`src/rtl/serial_receiver_if.sv`:
```
// Serial receiver bundle: line in, consumer read strobe in, received byte and status out.
// The DUT side uses the slave modport; the host/testbench side uses master.
interface serial_receiver_if;
  logic       rxd;
  logic       port_read;
  logic [7:0] data;
  logic       done;
  logic       rxready;

  modport master (
    output rxd,
    output port_read,
    input  data,
    input  done,
    input  rxready
  );

  modport slave (
    input  rxd,
    input  port_read,
    output data,
    output done,
    output rxready
  );
endinterface

```
`src/rtl/serial_receiver.sv`:
```
// 8N1 UART receiver: 2-flop line synchroniser, mid-bit sampling FSM, byte register,
// one-cycle done strobe and sticky rxready. Optional SERIAL_RX_FRAMING_CHECK_EN drops bad-stop frames.
//
// state     | meaning
// IDLE      | line high, waiting for a start edge
// START     | half-bit wait, confirm start bit at its centre
// DATA      | sample eight data bits at bit centres, LSB first
// STOP      | sample stop bit centre, deliver byte
// WAIT_HIGH | line stuck low after a frame; wait for it to return high
module serial_receiver #(
  parameter int CLKS_PER_BIT = 16
) (
  input  logic              m_clock,
  input  logic              p_reset,
  serial_receiver_if.slave  bus
);

  localparam int CW = $clog2(CLKS_PER_BIT);
  localparam logic [CW-1:0] HALF_LD = CW'(CLKS_PER_BIT / 2 - 1);
  localparam logic [CW-1:0] FULL_LD = CW'(CLKS_PER_BIT - 1);

  typedef enum logic [2:0] {
    IDLE,
    START,
    DATA,
    STOP,
    WAIT_HIGH
  } state_t;

  state_t        state_q;
  logic          rxd_s1_q;
  logic          rxd_s2_q;
  logic [CW-1:0] cnt_q;
  logic [2:0]    idx_q;
  logic [7:0]    shift_q;
  logic [7:0]    data_q;
  logic          done_q;
  logic          rxready_q;
  logic          line;

  assign line        = rxd_s2_q;
  assign bus.data    = data_q;
  assign bus.done    = done_q;
  assign bus.rxready = rxready_q;

  // Synchroniser presets to idle-high so reset release never looks like a start edge
  always_ff @(posedge m_clock or negedge p_reset) begin
    if (!p_reset) begin
      rxd_s1_q <= 1'b1;
      rxd_s2_q <= 1'b1;
    end else begin
      rxd_s1_q <= bus.rxd;
      rxd_s2_q <= rxd_s1_q;
    end
  end

  always_ff @(posedge m_clock or negedge p_reset) begin
    if (!p_reset) begin
      state_q   <= IDLE;
      cnt_q     <= '0;
      idx_q     <= '0;
      shift_q   <= '0;
      data_q    <= '0;
      done_q    <= 1'b0;
      rxready_q <= 1'b0;
    end else begin
      done_q <= 1'b0;
      // A delivery later in this block overrides the clear, so set wins over read
      if (bus.port_read) rxready_q <= 1'b0;

      case (state_q)
        IDLE: begin
          if (!line) begin
            cnt_q   <= HALF_LD;
            state_q <= START;
          end
        end

        START: begin
          if (cnt_q != '0) begin
            cnt_q <= cnt_q - CW'(1);
          end else if (!line) begin
            cnt_q   <= FULL_LD;
            idx_q   <= '0;
            state_q <= DATA;
          end else begin
            state_q <= IDLE;
          end
        end

        DATA: begin
          if (cnt_q != '0) begin
            cnt_q <= cnt_q - CW'(1);
          end else begin
            shift_q[idx_q] <= line;
            cnt_q          <= FULL_LD;
            if (idx_q == 3'd7) state_q <= STOP;
            else               idx_q   <= idx_q + 3'd1;
          end
        end

        STOP: begin
          if (cnt_q != '0) begin
            cnt_q <= cnt_q - CW'(1);
          end else if (line) begin
            data_q    <= shift_q;
            done_q    <= 1'b1;
            rxready_q <= 1'b1;
            state_q   <= IDLE;
          end else begin
`ifdef SERIAL_RX_FRAMING_CHECK_EN
            state_q   <= WAIT_HIGH;
`else
            data_q    <= shift_q;
            done_q    <= 1'b1;
            rxready_q <= 1'b1;
            state_q   <= WAIT_HIGH;
`endif
          end
        end

        WAIT_HIGH: begin
          if (line) state_q <= IDLE;
        end

        default: state_q <= IDLE;
      endcase
    end
  end

endmodule

```
`src/flat_wrapper.sv`:
```
// flat-port wrapper written by rule: the top's interface ports become plain ports
module serial_receiver_flat 
#(
  parameter int CLKS_PER_BIT = 16
)
  (m_clock, p_reset, bus_rxd, bus_port_read, bus_data, bus_done, bus_rxready);
  serial_receiver_if bus_i ();
  input  logic m_clock;
  input  logic p_reset;
  input wire logic [$bits(bus_i.rxd)-1:0] bus_rxd;
  input wire logic [$bits(bus_i.port_read)-1:0] bus_port_read;
  output wire logic [$bits(bus_i.data)-1:0] bus_data;
  output wire logic [$bits(bus_i.done)-1:0] bus_done;
  output wire logic [$bits(bus_i.rxready)-1:0] bus_rxready;
  assign bus_i.rxd = bus_rxd;
  assign bus_i.port_read = bus_port_read;
  assign bus_data = bus_i.data;
  assign bus_done = bus_i.done;
  assign bus_rxready = bus_i.rxready;
  serial_receiver #(.CLKS_PER_BIT(CLKS_PER_BIT)) u_core (.m_clock(m_clock), .p_reset(p_reset), .bus(bus_i));
endmodule
```
`config.mk`:
```
export PLATFORM = sky130hd
export DESIGN_NAME = serial_receiver_flat
export DESIGN_NICKNAME = d
export VERILOG_FILES = /design/src/rtl/serial_receiver_if.sv /design/src/rtl/serial_receiver.sv /design/src/flat_wrapper.sv
export SDC_FILE = /design/constraint.sdc
export NUM_CORES = 1
export LEC_CHECK = 0
export BUFFER_PORTS_ARGS = -buffer_cell sky130_fd_sc_hd__buf_2
export CORE_MARGIN = 2
export CORE_UTILIZATION = 56
export CTS_CLUSTER_SIZE = 30
export DETAILED_ROUTE_END_ITERATION = 12
export GPL_TIMING_DRIVEN = 1
export PLACE_DENSITY = 0.84
export SYNTH_ARGS = -nofsm -noshare
export SYNTH_HDL_FRONTEND = slang
export SYNTH_SLANG_ARGS = --single-unit
```
`constraint.sdc`:
```
create_clock -name m_clock -period 2.1 [get_ports m_clock]
set_input_delay 0.42 -clock m_clock [delete_from_list [all_inputs] [get_ports m_clock]]
set_output_delay 0.42 -clock m_clock [all_outputs]
set_load 0.02 [all_outputs]
```
* Yosys cells after proc, flatten, opt, wreduce, memory -nomap -nowiden
Cells that the tools add are included.
** Storage, ports and cells
- Bits of input ports :: 4
- Word-level logic and storage cells :: 67
- Output and inout port bits :: 10
- Flip-flop bits (word level) :: 30
** Cells by class
- Equality and inequality tests :: 15
- Bitwise logic cells :: 1
- Multiplexer cells :: 28
- Magnitude comparators :: 2
- Reduce and logical (&&, ||, !) cells :: 10
- Add/subtract/negate cells :: 2
** Operators by type and width (count)
- $mux 3 :: 11
- $mux 4 :: 5
- $pmux 4 s4 :: 1
- $pmux 3 s5 :: 1
- $ne 2x2->1 const B :: 6
- $bwmux 8 :: 1
- $reduce_bool 4->1 :: 2
- $eq 3x2->1 const B :: 2
- $eq 3x3->1 const B :: 2
- $mux 1 :: 6
- $ne 2x1->1 const B :: 3
- $pmux 3 s2 :: 1
- $reduce_and 6->1 :: 1
- $reduce_and 5->1 :: 1
- $lt 3x4->1 const B :: 1
- $reduce_and 2->1 :: 2
- $reduce_and 4->1 :: 1
- $sub 4x1->4 const B :: 1
- $add 3x1->3 const B :: 1
- $demux 1 s3 :: 1
- $eq 3x1->1 const B :: 1
- $ge 3x1->1 const B :: 1
- $logic_not 3->1 :: 1
- $ne 3x3->1 const B :: 1
- other kinds (4) :: 4

* Depth between registers and ports, before layout
- Depth in word-level cells :: 5
- Mapped depth :: 7
- Mapped depth without buffers :: 7

* Worst setup path after synthesis
OpenSTA, ideal clock, no wires.
- Kind :: register to register
- From :: register u_core.cnt_q[0]
- To :: register u_core.shift_q[0]
- Data arrival time :: 1.750 ns
- Cell stages (with the launch flop) :: 6
- Path slack :: 0.222 ns
- Required time :: 1.972 ns
- Setup time :: 0.128 ns
- Path buffers :: 0
- Clock period less this slack :: 1.878 ns
- Path through :: dfrtp_1 > inv_1 > ha_1 > or4b_4 > nor4_1 > mux2_1
** Between the ends
- Word-level cells in the longest chain between the ends :: 3
** Ends and longest elaborated chain
- start, declared :: RTL line serial_receiver.sv:33 : logic [CW-1:0] cnt_q;
- start signal, assigned :: RTL line serial_receiver.sv:81 : cnt_q <= cnt_q - CW'(1);
- start signal, assigned :: RTL line serial_receiver.sv:93 : cnt_q <= cnt_q - CW'(1);
- start signal, assigned :: RTL line serial_receiver.sv:104 : cnt_q <= cnt_q - CW'(1);
- $reduce_bool 4->1 :: RTL line serial_receiver.sv:92 : if (cnt_q != '0) begin
- $not 1->1 (no source line)
- $reduce_and 2->1 (no source line)
- end signal, assigned by index :: RTL line serial_receiver.sv:95 : shift_q[idx_q] <= line;
- end, declared :: RTL line serial_receiver.sv:35 : logic [7:0] shift_q;
No other way between the ends.
A chain may end at the register's enable or synchronous reset.

* Worst setup path in the final report
Ends and elaborated chain as after synthesis.

==> results.yml <==
yosys:
  yosys.area_share.xor_xnor_pct: 0
  syn_nets: 139
  synthesis.area_um2: 1366
  synth-seq-area-share_pct: 55.13
  synth_cells: 132
  synth_top_family_by_area: "simple AND/OR/NAND/NOR gates"
  avgSynthCellArea_um2: 10.35
  synth-simple-area-share_pct: 21.06
  ys.warnings.count: 0
  ys_ff_latch: 30
  ys_types: 37
  synth_fa_ha_area_share_pct: 2.747
  muxShareOfSynthArea_pct: 8.150
  synth_compound_area_share_pct: 10.16
power_and_ir_drop:
  p_leak_nw: 0.7858
  power_mw: 1.593
  irDropWorstVdd_v: 0.0006817
  power.density_nw_per_um2: 1032
timing:
  worst_pin_slew_ps: 627.7
  hold_viol: 0
  period_needed_ps: 2030
  fin_worst_skew_ps: 5.298
  whs_ps: 99.87
  finalSetupViolCount: 0
  max_slew_margin_pct: 58.15
  max_freq_ghz: 0.4925
  timing.final.crit_share_pct: 96.68
  final-max-slew-violation-count: 0
floorplan:
  dieWidth_um: 53.40
  fp.dieH_um: 53.40
  start_util_pct: 60.60
  dieArea_um2: 2851
  core_um2: 2255
  ios: 14
  rows: 17
global_route:
  grt_pass1_vias: 966
  grt_overflow: 0
  grt_max_degree: 31
  antenna_found_initial: 0
  grt_pass1_wl_um: 4422
  grt_usage_pct: 22.14
clocking:
  cts_buffer_depth: 2
  cts_buffers: 5
  cts-root-buf: "clkbuf_4"
  h-tree-depth: 2
  cts.sinks: 30
  path_clk_slew_ps: 90
  cts_tree: "built"
  clk_latency_ps: 320
cells_and_area:
  layout_commonest_cell: "nand2_1"
  layout-drive-gt1-share_pct: 24.50
  area_growth_pct: 12.91
  final_cell_mix: "29 x nand2_1, 28 x dfrtp_1, 13 x buf_2"
  fill_cells: 183
  num_antenna_cells: 0
  fin_cells: 179
  layout.nets: 157
  postLayoutCoreUtil_pct: 68.42
setup_path:
  r2r_setup_slack_ps: 70
  r2r-end: "u_core.shift_q[0]"
  path_class: "flop to flop"
  r2r-start: "u_core.cnt_q[0]"
  rr_worst_depth: 5
  start_kind: "flop"
  worstPathArrival_ps: 2240
  endpoint_kind: "flop"
  crit_required_ps: 2310
  worstPathMaxFanout: 7
drt:
  dr.pass1.iters: 4
  ant_nets: 0
  routed_wl_um: 2551
  vias_per_cell: 5.765
  drt_iter0_drc: 21
  drc: 0
  via_count: 1032
  wl_per_cell_um: 14.25
flow_run:
  max_cap_viol_count: 0
placement:
  dp_hpwl_um: 1815
  routabilityCongestion: 0.7799
  dpl.cell_count: 171
  io_buffers: 13
worst_hold_path:
  hold_path.class: "input pin to async pin"
status:
  outcome: "complete, no violations"
## registers in the layout (all words and copies together) (netlist names)
signal              cells
u_core.shift_q          8
u_core.bus.data         8
u_core.bus.rxready      1
u_core.cnt_q            4
u_core.state_q          3
u_core.idx_q            3
u_core.line             1
u_core.bus.done         1
u_core.rxd_s1_q         1
## cell type report
class                      count  area [um^2]  area share, %
sequential                    30        753.2          48.82
multi-input combinational     92        588.1          38.12
timing repair buffer          16        87.58          5.677
clock buffer                   7        55.05          3.569
tap                           28        35.03          2.271
inverter                       5        18.77          1.217
clock inverter                 1        5.005         0.3244
## synth_stat cells
| cell type | number | area share (%) |
|---|---|---|
| dfrtp_1 | 28 | 51 |
| a21oi_1 | 5 | 1.8 |
| nand3b_1 | 1 | 0.55 |
| o22a_1 | 1 | 0.64 |
| o31ai_1 | 1 | 0.55 |
| nor4b_2 | 1 | 1.1 |
| clkinv_1 | 1 | 0.27 |
| a21o_2 | 1 | 0.64 |
| nor2_2 | 1 | 0.46 |
| nand2_1 | 29 | 8.0 |
| a22o_1 | 2 | 1.3 |
| ha_1 | 3 | 2.7 |
| mux2_1 | 3 | 2.5 |
| nor2b_1 | 1 | 0.46 |
| o21a_1 | 1 | 0.55 |
| nand3_1 | 3 | 1.1 |
| inv_1 | 4 | 1.1 |
| nor4_1 | 2 | 0.92 |
| a2bb2oi_1 | 2 | 1.3 |
| mux2_2 | 6 | 4.9 |
| o41ai_1 | 1 | 0.64 |
| or3_1 | 1 | 0.46 |
| or4b_4 | 1 | 1.0 |
| nor3b_1 | 1 | 0.55 |
| nor3_1 | 4 | 1.5 |
| and2_1 | 1 | 0.46 |
| nand4_1 | 1 | 0.46 |
| or2b_1 | 1 | 0.55 |
| nand2b_1 | 3 | 1.4 |
| o22ai_1 | 1 | 0.46 |
| mux2i_1 | 1 | 0.73 |
| a311oi_1 | 1 | 0.64 |
| clkbuf_1 | 5 | 1.4 |
| a211oi_1 | 1 | 0.55 |
| nor2_1 | 8 | 2.2 |
| o21ai_0 | 3 | 1.1 |
| dfstp_2 | 2 | 3.8 |
## cells by family after synthesis
kind of cell | count (synthesis)
AOI/OAI and AO/OA | 20
adders and majority gates | 3
buffers and inverters | 10
DFF | 30
muxes | 10
and+or+nand+nor | 59
## metal layers
metal  track usage, %  part of all wire [%]  vias up
li1                 -                     -      494
met2            34.57                    50       23
met3            5.932                   3.6        9
met5                0                     0        -
met4            10.26                   2.5        0
met1            28.39                    44      506
## critical path, cell delays in order, from the launching register on
cell     delay [ps]
dfrtp_1         410
inv_1            90
ha_1            260
or4b_4          540
nor4_2          260
mux2_1          350
## stage by stage
step                      TNS, ps  instance area [um^2]  setup WS [ps]
after floorplan                 0                  1366          222.1
after global placement          0                  1470          165.5
after detailed placement        0                  1470          53.07
after CTS                       0                  1530          27.94
after global routing       -1.130                  1543         -1.130
final                           0                  1543          69.71
## how the worst max path moves through the flow
stage                     slack, ps       startpoint           endpoint  cells after the start
after floorplan                 220  u_core.cnt_q[0]  u_core.shift_q[0]                      5
after global placement          170  u_core.cnt_q[0]  u_core.shift_q[0]                      5
after detailed placement         50  u_core.cnt_q[0]  u_core.shift_q[0]                      5
after CTS                        30  u_core.cnt_q[0]  u_core.shift_q[0]                      5
after global routing             -1  u_core.cnt_q[0]  u_core.shift_q[4]                      5
final                            70  u_core.cnt_q[0]  u_core.shift_q[0]                      5
## repair_timing
action / in CTS / in global routing
gates resized for setup: 0 / 2
endpoints found under the setup margin: 0 / 2
buffers inserted: 0 / 0
hold buffers: 0 / 0
## power by group
group | internal, mW | switching [mW]
clock | 0.162 | 0.183
sequential | 0.667 | 0.134
combinational | 0.215 | 0.232
No activity file was read; power rests on OpenSTA's default activity.
